## config.mk

```make
export PLATFORM = sky130hd
export DESIGN_NAME = multicycle_ctrl
export DESIGN_NICKNAME = d
export VERILOG_FILES = /design/src/rtl/multicycle_ctrl.sv
export SDC_FILE = /design/constraint.sdc
export NUM_CORES = 1
export LEC_CHECK = 0
export CAP_MARGIN = 20
export CORE_ASPECT_RATIO = 1.2
export CORE_MARGIN = 2
export CORE_UTILIZATION = 44
export CTS_CLUSTER_DIAMETER = 30
export DETAILED_ROUTE_END_ITERATION = 10
export GPL_TIMING_DRIVEN = 0
export PLACE_DENSITY = 0.87
export RECOVER_POWER = 50
export SYNTH_ARGS = -nofsm -noshare
export SYNTH_HDL_FRONTEND = slang
export SYNTH_SLANG_ARGS = --single-unit
```

## constraint.sdc

```tcl
create_clock -name clk -period 4.7 [get_ports clk]
set_clock_uncertainty 0.05 [all_clocks]
set_input_delay 1.41 -clock clk [delete_from_list [all_inputs] [get_ports clk]]
set_output_delay 1.41 -clock clk [all_outputs]
set_load 0.01 [all_outputs]
```

## src/rtl/multicycle_ctrl.sv

```systemverilog
// -----------------------------------------------------------------------------
// multicycle_ctrl
//
// Control unit and state machine for the multicycle RV32 processor. Decodes
// opcode, funct3 and funct7[5] of the current instruction into ALU and
// datapath controls. Sequences IF -> ID -> EX -> (MEM) -> WB, with optional
// ready handshakes on instruction and data memory.
//
// Parameters:
//   SKIP_MEM      1: non-load/store instructions go EX -> WB directly
//                 0: every instruction passes through MEM
//   USE_HANDSHAKE 1: IF waits on iReady, load/store MEM waits on dReady
//                 0: ready inputs are treated as always high
//   CNT_W         width of the retired-instruction counter
//
// Ports:
//   clk, rst      rising-edge clock, asynchronous active-low reset
//   instr         current instruction, stable from ID through WB
//   iReady        instruction memory ready
//   dReady        data memory ready
//   Zero, Lt      ALU zero flag and signed rs1 < rs2 from the datapath
//   ALUCtrl       ALU operation select
//   ALUSrc        ALU operand B: 0 = rs2, 1 = immediate
//   RegWrite      register file write enable (WB only)
//   MemToReg      writeback from data memory (WB only)
//   MemRead       data memory read strobe (MEM only)
//   MemWrite      data memory write strobe (MEM only)
//   loadPC        PC update enable (WB only)
//   PCSrc         take branch target (WB only)
//   state         current state: IF=0, ID=1, EX=2, MEM=3, WB=4
//   illegal       unsupported opcode or branch funct3 (WB only)
//   instret       count of retired instructions, wraps
// -----------------------------------------------------------------------------
module multicycle_ctrl #(
   parameter bit SKIP_MEM      = 1'b1,
   parameter bit USE_HANDSHAKE = 1'b1,
   parameter int CNT_W         = 32
) (
   input  logic             clk,
   input  logic             rst,
   input  logic [31:0]      instr,
   input  logic             iReady,
   input  logic             dReady,
   input  logic             Zero,
   input  logic             Lt,
   output logic [3:0]       ALUCtrl,
   output logic             ALUSrc,
   output logic             RegWrite,
   output logic             MemToReg,
   output logic             MemRead,
   output logic             MemWrite,
   output logic             loadPC,
   output logic             PCSrc,
   output logic [2:0]       state,
   output logic             illegal,
   output logic [CNT_W-1:0] instret
);

   typedef enum logic [2:0] {
      S_IF  = 3'd0,
      S_ID  = 3'd1,
      S_EX  = 3'd2,
      S_MEM = 3'd3,
      S_WB  = 3'd4
   } state_t;

   localparam logic [3:0] ALU_AND = 4'b0000;
   localparam logic [3:0] ALU_OR  = 4'b0001;
   localparam logic [3:0] ALU_ADD = 4'b0010;
   localparam logic [3:0] ALU_SLT = 4'b0100;
   localparam logic [3:0] ALU_XOR = 4'b0101;
   localparam logic [3:0] ALU_SUB = 4'b0110;
   localparam logic [3:0] ALU_SRL = 4'b1000;
   localparam logic [3:0] ALU_SLL = 4'b1001;
   localparam logic [3:0] ALU_SRA = 4'b1010;

   state_t cur_state;

   logic [6:0] opcode;
   logic [2:0] funct3;
   logic       funct7_5;
   logic       is_r, is_i, is_s, is_b, is_lw, is_mem;
   logic       branch_ok, branch_cond;
   logic       i_ready_eff, d_ready_eff;
   logic       in_mem, in_wb;
   logic       unused_instr_bits;

   assign opcode   = instr[6:0];
   assign funct3   = instr[14:12];
   assign funct7_5 = instr[30];
   assign unused_instr_bits = ^{instr[31], instr[29:15], instr[11:7]};

   assign is_r   = (opcode == 7'b0110011);
   assign is_i   = (opcode == 7'b0010011);
   assign is_s   = (opcode == 7'b0100011);
   assign is_b   = (opcode == 7'b1100011);
   assign is_lw  = (opcode == 7'b0000011);
   assign is_mem = is_s | is_lw;

   // Without handshaking the memories are assumed to answer immediately.
   assign i_ready_eff = USE_HANDSHAKE ? iReady : 1'b1;
   assign d_ready_eff = USE_HANDSHAKE ? dReady : 1'b1;

   // Only BEQ/BNE/BLT/BGE are supported; any other branch funct3 is flagged
   // illegal and never taken.
   always_comb begin
      branch_ok   = 1'b0;
      branch_cond = 1'b0;
      case (funct3)
         3'b000:  begin branch_ok = 1'b1; branch_cond = Zero;  end
         3'b001:  begin branch_ok = 1'b1; branch_cond = ~Zero; end
         3'b100:  begin branch_ok = 1'b1; branch_cond = Lt;    end
         3'b101:  begin branch_ok = 1'b1; branch_cond = ~Lt;   end
         default: begin branch_ok = 1'b0; branch_cond = 1'b0;  end
      endcase
   end

   // ALU operation decode. funct7[5] selects SUB only for R-type; for I-type
   // it only distinguishes SRAI from SRLI. The ALU has no unsigned compare,
   // so funct3=011 falls back to signed SLT.
   always_comb begin
      ALUCtrl = ALU_ADD;
      if (is_r || is_i) begin
         case (funct3)
            3'b000:  ALUCtrl = (is_r && funct7_5) ? ALU_SUB : ALU_ADD;
            3'b001:  ALUCtrl = ALU_SLL;
            3'b010:  ALUCtrl = ALU_SLT;
            3'b011:  ALUCtrl = ALU_SLT;
            3'b100:  ALUCtrl = ALU_XOR;
            3'b101:  ALUCtrl = funct7_5 ? ALU_SRA : ALU_SRL;
            3'b110:  ALUCtrl = ALU_OR;
            default: ALUCtrl = ALU_AND;
         endcase
      end else if (is_b) begin
         ALUCtrl = ALU_SUB;
      end
   end

   assign ALUSrc = ~(is_r | is_b);

   // State sequencing and retired-instruction counter. Reset forces IF and
   // clears the counter immediately; the counter ticks on every WB exit.
   always_ff @(posedge clk or negedge rst) begin
      if (!rst) begin
         cur_state <= S_IF;
         instret   <= '0;
      end else begin
         case (cur_state)
            S_IF:    if (i_ready_eff) cur_state <= S_ID;
            S_ID:    cur_state <= S_EX;
            S_EX:    cur_state <= (is_mem || !SKIP_MEM) ? S_MEM : S_WB;
            S_MEM:   if (!is_mem || d_ready_eff) cur_state <= S_WB;
            S_WB: begin
               cur_state <= S_IF;
               instret   <= instret + CNT_W'(1);
            end
            default: cur_state <= S_IF;
         endcase
      end
   end

   // Strobes are decoded straight from the state register so that reset
   // removes them without waiting for a clock edge.
   assign in_mem = (cur_state == S_MEM);
   assign in_wb  = (cur_state == S_WB);

   assign MemRead  = in_mem & is_lw;
   assign MemWrite = in_mem & is_s;
   assign loadPC   = in_wb;
   assign RegWrite = in_wb & (is_r | is_i | is_lw);
   assign MemToReg = in_wb & is_lw;
   assign PCSrc    = in_wb & is_b & branch_ok & branch_cond;
   assign illegal  = in_wb & ~(is_r | is_i | is_s | is_lw | (is_b & branch_ok));
   assign state    = cur_state;

endmodule

```

Word-level counts from Yosys, hierarchy flattened
Index checks and enable logic that the tools add are counted.
{ "word_totals": {"out_inout_bits": 47, "input_bits": 38, "reg_bits": 35, "wordCells": 60} }
{ "classes": {"eq_ne": 17, "muxes": 11, "reduce_logical": 9, "bitwise": 20, "addsub": 1} }
{ "op_table": {"columns": ["cell", "count"], "rows": [
  ["32-bit by 1-bit adder with 32-bit output (second input constant)", 1],
  ["4-bit case mux with 6 select lines", 1],
  ["3-bit two-way mux", 5],
  ["7-bit by 6-bit equality test with 1-bit output (second input constant)", 2],
  ["3-bit by 2-bit equality test with 1-bit output (second input constant)", 4],
  ["3-bit equality test (second input constant)", 4],
  ["3-bit case mux with 4 select lines", 1],
  ["1-bit AND", 9],
  ["7-bit by 2-bit equality test with 1-bit output (second input constant)", 1],
  ["7-bit by 5-bit equality test with 1-bit output (second input constant)", 1],
  ["7-bit equality test (second input constant)", 1],
  ["1-bit OR", 7],
  ["3-bit by 1-bit equality test with 1-bit output (second input constant)", 2],
  ["3-bit zero test", 2],
  ["4-bit two-way mux", 1],
  ["1-bit NOT", 4],
  ["1-bit case mux with 4 select lines", 1],
  ["4-bit OR reduction", 1],
  ["1-bit logical OR", 2],
  ["2-bit two-way mux", 1],
  ["2-bit by 1-bit inequality test with 1-bit output (second input constant)", 1],
  ["2-bit inequality test (second input constant)", 1],
  ["2-bit AND reduction", 1],
  ["2-bit OR reduction", 1],
  ["other kinds (3)", 3]
]} }

Logic depth before layout (Yosys ltp)
Gate-level depths: netlist of the first run.
{ "depth": {"word_depth": 7, "depth_mapped": 7, "mapped_depth_nobuf": 5} }

Worst setup path after synthesis of the first run
OpenSTA, ideal clock, no wires.
{ "synth_path": {"kind": "in2out", "start": "input port instr[2]", "end": "output port MemRead", "t_arrival_ns": 2.310, "t_required_ns": 3.240, "path_stages": 3, "slack_ns": 0.930, "path_buffers": 0, "path_cell_list": "nand4bb_1 or2_1 nor4_1"} }
{ "synth_between": {"elab_chain_len": 2} }
{ "synth_lines": {"columns": ["element", "line_no", "rtl"], "rows": [
  ["start, declared", "41", "input logic [31:0] instr,"],
  ["7-bit by 2-bit equality test with 1-bit output", "97", "assign is_lw = (opcode == 7'b0000011);"],
  ["1-bit AND", "167", "assign MemRead = in_mem & is_lw;"],
  ["end, declared", "50", "output logic MemRead,"]
]} }
Every way passes these cells.

Worst setup path in the final report of the first run
{ "layout_path": {"start": "input port instr[1]", "end": "output port RegWrite"} }
{ "layout_between": {"elab_chain_len": 4, "elab_cells_between_ends": 6, "cone_classes": "eq/ne (3); bitwise (3)"} }
{ "layout_lines": {"columns": ["element", "line_no", "rtl"], "rows": [
  ["7-bit by 6-bit equality test with 1-bit output or 7-bit by 5-bit equality test with 1-bit output (tied branches)", "93, 94", null],
  ["1-bit OR", "170", "assign RegWrite = in_wb & (is_r | is_i | is_lw);"],
  ["1-bit OR *", "170", null],
  ["1-bit AND *", "170", null],
  ["end, declared", "48", "output logic RegWrite,"]
]} }
Every way passes the cells marked *; elsewhere a longest branch is shown, timed or not.

==> results of run 1 <==
stage by stage:
stage	area [sq um]	utilization	setup TNS, ns	hold WS (ns)
floorplan	1820	-	0	0.457
global placement	2500	0.633	-0.0301	0.410
detailed placement	2490	0.632	-0.0190	0.411
CTS	2630	0.666	0	0.426
global route	2620	0.665	0	0.437
finish	2620	0.665	0	0.418
critical path: stages:
cell	delay, ns
sky130_fd_sc_hd__clkdlybuf4s50_1	0.53
sky130_fd_sc_hd__nand4bb_4	0.15
sky130_fd_sc_hd__or2_1	0.27
sky130_fd_sc_hd__nor3_1	0.18
sky130_fd_sc_hd__clkdlybuf4s50_1	0.58
layer usage:
layer | wire (um) | GRT usage | vias up
met4 | 65 | 0.0790 | 0
met1 | 1640 | 0.222 | 784
met5 | 0 | 0 | -
met2 | 2170 | 0.343 | 52
li1 | - | - | 779
met3 | 260 | 0.0575 | 6
Yosys cell counts, types with 2 or more instances:
cell,count,share of area
sky130_fd_sc_hd__a21oi_1,4,0.011
sky130_fd_sc_hd__and3_1,6,0.021
sky130_fd_sc_hd__buf_2,2,0.0055
sky130_fd_sc_hd__clkbuf_1,2,0.0041
sky130_fd_sc_hd__dfrtp_1,35,0.48
sky130_fd_sc_hd__inv_1,2,0.0041
sky130_fd_sc_hd__nand2_1,15,0.031
sky130_fd_sc_hd__nand2b_1,2,0.0069
sky130_fd_sc_hd__nand3_1,16,0.044
sky130_fd_sc_hd__nand3b_1,2,0.0083
sky130_fd_sc_hd__nand4_1,12,0.041
sky130_fd_sc_hd__nand4bb_1,2,0.012
sky130_fd_sc_hd__nor2_1,6,0.012
sky130_fd_sc_hd__nor2b_1,2,0.0069
sky130_fd_sc_hd__nor3_1,10,0.028
sky130_fd_sc_hd__nor4_1,6,0.021
sky130_fd_sc_hd__xnor2_1,26,0.13
sky130_fd_sc_hd__xor2_1,7,0.034
sequential cells by signal, indices dropped and copies added, names as in the netlist:
signal   flops
instret     32
state        3
kinds of logic (layout without fill, tap and decap cells):
kind of cell / count (synthesis) / count (layout) / synth area share
xor gates and xnor gates: 33 / 33 / 0.159
adders and majority gates: 1 / 1 / 0.00688
DFF: 35 / 35 / 0.482
muxes: 1 / 1 / 0.00551
buffers and inverters: 8 / 77 / 0.0186
AOI/OAI and AO/OA: 10 / 10 / 0.0351
and+or+nand+nor: 91 / 91 / 0.293
timing repair:
item | CTS | global route
setup buffers | 0 | 0
endpoints found under the setup margin | 1 | 3
hold endpoints to repair | 0 | 0
pin swaps | 0 | 0
resized for setup | 1 | 2
layout by cell type (no fill, tap or decap), types with 2 or more instances in the layout:
| master | count |
|---|---|
| sky130_fd_sc_hd__clkdlybuf4s50_1 | 58 |
| sky130_fd_sc_hd__dfrtp_1 | 35 |
| sky130_fd_sc_hd__xnor2_1 | 26 |
| sky130_fd_sc_hd__nand3_1 | 16 |
| sky130_fd_sc_hd__nand2_1 | 15 |
| sky130_fd_sc_hd__nand4_1 | 12 |
| sky130_fd_sc_hd__nor3_1 | 11 |
| sky130_fd_sc_hd__xor2_1 | 7 |
| sky130_fd_sc_hd__nor4_1 | 7 |
| sky130_fd_sc_hd__nor2_1 | 6 |
| sky130_fd_sc_hd__and3_1 | 6 |
| sky130_fd_sc_hd__clkbuf_1 | 5 |
| sky130_fd_sc_hd__clkbuf_8 | 5 |
| sky130_fd_sc_hd__a21oi_1 | 4 |
| sky130_fd_sc_hd__inv_1 | 3 |
| sky130_fd_sc_hd__nor2b_1 | 2 |
| sky130_fd_sc_hd__nand2b_1 | 2 |
| sky130_fd_sc_hd__nand3b_1 | 2 |
| sky130_fd_sc_hd__bufinv_16 | 2 |
report_power, final:
part	switching (uW)	total (uW)	internal (uW)
sequential	45.5	375	329
combinational	81.1	187	106
clock	112	323	211
path summary, 6_finish.rpt:
check                       startpoint           to  slack [ns]  cells past startpoint
min in group asynchronous          rst  instret[12]        1.54                      1
hold reg to reg            instret[31]  instret[31]        0.42                      1
setup / recovery              instr[1]     RegWrite        0.12                      5
max in group asynchronous          rst   instret[2]        2.02                      1
setup reg to reg            instret[5]  instret[31]        1.88                      4
hold / removal             instret[31]  instret[31]        0.42                      1
layout make-up:
| type | count | area [sq um] |
|---|---|---|
| inverter | 4 | 16.3 |
| buffer | 4 | 15.0 |
| timing repair buffer | 61 | 606 |
| clock inverter | 3 | 67.6 |
| tap | 54 | 67.6 |
| fill | 337 | 1320 |
| multi-input combinational | 136 | 905 |
| clock buffer | 5 | 68.8 |
| sequential | 35 | 876 |
==> reports/summary.txt, run 1 <==
Outcome: finished, violations left
Violations in the final reports: capacitance limit, slew limit
Clock tree from TritonCTS: yes
Final number of setup-violating endpoints: 0
Pin slew with the least headroom to its limit: 1.80 ns
Global route total overflow: 0
Placed cell count: 294
Final Critical Period: 4.58 ns
Clock-pin transition on the worst setup and hold timing paths: 0.07 ns
Via total after detailed routing: 1621
Netlist Area Pre-Place: 0.00182 sq mm
Worst setup slack after layout: 0.125 ns
Total nets after synthesis: 218
Worst Setup End Kind: output port
Number of antenna violations at the first check in global routing: 0
Number of buffers created by CTS: 5
Top FF cell, synth: sky130_fd_sc_hd__dfrtp_1
# IOs: 85
Max-capacitance violation count: 2
Synthesized area per cell: 10.2 sq um
Final Instance Count excl. Fillers: 302
Detail Route Antenna Nets: 0
Share of synthesized flip-flops with an asynchronous set or reset: 1.00
Cell area power density: 338 mW/mm^2
Largest net degree at the start of global routing: 36
Tot Pwr: 885 uW
Starting density of the core: 0.461
CP Data Arrival Time: 3.12 ns
Pre-CTS setup slack: -0.0190 ns
Fraction of final layout cells with drive strength greater than 1: 0.0524
Rows: 25
Sinks on Clock Net: 35
Part of the Yosys area used for sequential elements: 0.482
Leak Pwr: 0.00107 uW
Number of diodes: 0
Largest driver fanout on the critical path: 4
DPL Wire Length: 3070 um
Die area: 0.00466 sq mm
Clock latency on the worst-skew pair: 0.29 ns
Maximum vdd drop: 0.235 mV
Drt initial violations: 41
Number of storage elements in the synthesis netlist: 35
Unrepaired setup endpoints after global routing: no
Type of the tightest min-delay check: reg2reg
Clock Root Buffer: sky130_fd_sc_hd__clkbuf_8
Routability Congestion: 0.775
Count of mapped cells out of synthesis: 179
Area Overhead vs Synth: 44.2%
Global-route wire length before repair: 7140 um
Final-stage net count: 286
Max-slew violation count: 47
Startpoint type of the worst setup path: primary input
Port bufs: 61
Tcrit/Tclk final: 0.973
Vias per Instance: 5.37
Peak Freq: 0.219 GHz
Routed wire length: 4130 um
Number of optimization iterations in the first detailed-route pass: 4
Die Height: 74.4 um
WS Path Type: in2out
Placeable core area: 0.00394 sq mm
Routed WL per cell: 13.7 um
Number of distinct library cells after synthesis: 40
Number of global-route vias before repair: 1538
EDFF count, synth: 0
Post-cts hold buffer count: 0
Req. time, crit path: 3.24 ns
Drt drc: 0
Maximum clock path buffer count: 2
Total routing usage reported by global routing: 0.193
Die W: 62.7 um
Total count of hold-check failures in the final report: 0
Number of synthesis warnings: 0
Relative slew margins: -0.197
H-tree Lvls: 2
Note: power is estimated with default switching activity, not from simulation.
==> run 2: changes to the inputs <==
- CAP_MARGIN: 20 -> 25
==> results of run 2 <==
Final layout, timing and power as in run 1 (identical DEF).
==> run 3: changes to the inputs <==
- CORE_ASPECT_RATIO: 1.2 -> 0.7
==> reports/summary.txt, run 3 (synthesis gave the netlist of run 1 again) <==
Outcome: finished, violations left (unchanged)
Slowest-stage cell, CP: sky130_fd_sc_hd__clkdlybuf4s50_1 (unchanged)
H-tree Lvls: 2 (unchanged)
Die W: 80.8 um (was 62.7 um)
Rows: 19 (was 25)
Largest net degree at the start of global routing: 36 (unchanged)
Port bufs: 61 (unchanged)
Worst Hold Margin: 0.456 ns (was 0.418 ns)
Tot Pwr: 803 uW (was 885 uW)
Final Util: 0.659 (was 0.665)
Highest-count cells in the layout ignoring fill and taps: sky130_fd_sc_hd__clkdlybuf4s50_1, sky130_fd_sc_hd__dfrtp_1, sky130_fd_sc_hd__xnor2_1, sky130_fd_sc_hd__nand3_1, sky130_fd_sc_hd__nand2_1 (unchanged)
CP Data Arrival Time: 3.08 ns (was 3.12 ns)
Cell seen most often among critical-path stages: sky130_fd_sc_hd__clkdlybuf4s50_1 (unchanged)
Routed WL per cell: 15.4 um (was 13.7 um)
Clock latency on the worst-skew pair: 0.28 ns (was 0.29 ns)
Maximum vdd drop: 0.190 mV (was 0.235 mV)
Cells along the critical path: clkdlybuf4s50_1, inv_1, xnor2_1, nor4_1, and3_1, clkdlybuf4s50_1 (was clkdlybuf4s50_1, nand4bb_4, or2_1, nor3_1, clkdlybuf4s50_1)
Number of global-route vias before repair: 1542 (was 1538)
Worst Setup End Kind: output port (unchanged)
Routability Congestion: 0.898 (was 0.775)
Pin slew with the least headroom to its limit: 1.75 ns (was 1.80 ns)
Total count of hold-check failures in the final report: 0 (unchanged)
Detail Route Antenna Nets: 0 (unchanged)
Type of the tightest min-delay check: reg2reg (unchanged)
Buffers inserted during post-CTS setup optimization: 0 (unchanged)
Fraction of final layout cells with drive strength greater than 1: 0.0524 (unchanged)
Final Critical Period: 4.54 ns (was 4.58 ns)
Vias per Instance: 5.37 (about the same)
CP Buf/Inv Count: 3 (was 2)
Number of antenna violations at the first check in global routing: 0 (unchanged)
Clock tree from TritonCTS: yes (unchanged)
Final number of setup-violating endpoints: 0 (unchanged)
Worst reg2reg path depth: 4 (unchanged)
Req. time, crit path: 3.24 ns (about the same)
Max reg flops: 32 (unchanged)
Violations in the final reports: capacitance limit, slew limit (unchanged)
Max-slew violation count: 47 (unchanged)
Placed cell count: 292 (was 294)
Sinks on Clock Net: 35 (unchanged)
Unrepaired setup endpoints after global routing: no (unchanged)
Routed wire length: 4610 um (was 4130 um)
WS Path Type: in2out (unchanged)
Drt drc: 0 (unchanged)
Clock Root Buffer: sky130_fd_sc_hd__clkbuf_8 (unchanged)
Critical register-to-register path startpoint: instret[5] (unchanged)
Register containing the most flip-flops in the final layout: instret (unchanged)
Max-capacitance violation count: 2 (unchanged)
Startpoint type of the worst setup path: primary input (unchanged)
Via total after detailed routing: 1610 (was 1621)
Maximum clock path buffer count: 2 (unchanged)
Final Instance Count excl. Fillers: 300 (was 302)
Number of optimization iterations in the first detailed-route pass: 4 (unchanged)
Cell area power density: 309 mW/mm^2 (was 338 mW/mm^2)
Critical Path Max Stage Delay: 0.55 ns (was 0.58 ns)
Critical path depth: 6 (was 5)
Die Height: 57.8 um (was 74.4 um)
Number of buffers created by CTS: 5 (unchanged)
# IOs: 85 (unchanged)
Setup slack on the worst flop-to-flop path: 1.78 ns (was 1.88 ns)
Critical path capture point: PCSrc (was RegWrite)
Global-route wire length before repair: 7600 um (was 7140 um)
DPL Wire Length: 3460 um (was 3070 um)
Placeable core area: 0.00395 sq mm (was 0.00394 sq mm)
Tcrit/Tclk final: 0.967 (was 0.973)
Timing startpoint of the critical path: instr[12] (was instr[1])
Total routing usage reported by global routing: 0.217 (was 0.193)
Relative slew margins: -0.166 (was -0.197)
Die area: 0.00467 sq mm (was 0.00466 sq mm)
Number of diodes: 0 (unchanged)
Cell family contributing the most delay on the critical path: buffers and inverters (unchanged)
Peak Freq: 0.220 GHz (was 0.219 GHz)
Clock-pin transition on the worst setup and hold timing paths: 0.07 ns (about the same)
Leak Pwr: 0.00112 uW (was 0.00107 uW)
Endpoint of the lowest-slack register-to-register path: instret[31] (unchanged)
Area Overhead vs Synth: 43.0% (was 44.2%)
Count of filler cells inserted in the layout: 330 (was 337)
Final-stage net count: 286 (unchanged)
Most common cell after layout, fill and taps aside: sky130_fd_sc_hd__clkdlybuf4s50_1 (unchanged)
Largest driver fanout on the critical path: 4 (unchanged)
Drt initial violations: 69 (was 41)
Starting density of the core: 0.461 (about the same)
Global route total overflow: 0 (unchanged)
run 3: layer usage:
layer | global-route usage | wire (um) | vias up
li1 | - | - | 782
met1 | 0.296 | 2150 | 785
met2 | 0.342 | 2280 | 38
met3 | 0.0545 | 150 | 5
met4 | 0.0702 | 38 | 0
met5 | 0 | 0 | -
run 3: power by group:
group | total, uW | leakage (uW) | internal [uW] | switching (uW)
Clock | 233 | 0.0000515 | 134 | 99.7
Sequential | 377 | 0.000480 | 329 | 47.4
Combinational | 193 | 0.000587 | 106 | 87.3
run 3: final cells by class:
cell class	instances	area, sq um	share of cell area
multi-input cells	136	911	0.350
flip-flops and latches	35	876	0.337
repair buffers	61	617	0.237
inverters	4	16.3	0.00626
clock buffers	8	100	0.0385
plain buffers	4	15.0	0.00577
well taps	52	65.1	0.0250
run 3: timing repair:
item                                    4_1_cts  5_1_grt
hold buffers                                  0        0
cloned                                        0        0
gates resized for setup                       1        6
endpoints found under the setup margin        2        4
run 3: worst min path at each step:
stage	start	end	slack (ns)	cells past startpoint
floorplan	instret[31]	instret[31]	0.46	1
global placement	instret[31]	instret[31]	0.41	1
detailed placement	instret[23]	instret[23]	0.44	1
CTS	instret[26]	instret[26]	0.46	1
global route	instret[26]	instret[26]	0.48	1
finish	instret[31]	instret[31]	0.46	1
run 3: per-stage QoR:
stage          worst slack [ns]  TNS (ns)  instance area, sq um
3_3_place_gp           -0.00726  -0.00945                  2490
3_5_place_dp            -0.0413   -0.0600                  2490
4_1_cts                  0.0403         0                  2610
2_1_floorplan             0.930         0                  1820
5_1_grt                  0.0412         0                  2600
6_report                  0.155         0                  2600
run 3: worst register-to-register path: cells and delay by family, from the launching register on:
family                    cells  cell delay, ns
xor gates and xnor gates      1            0.15
DFF                           1            0.45
and+or+nand+nor               3            2.16
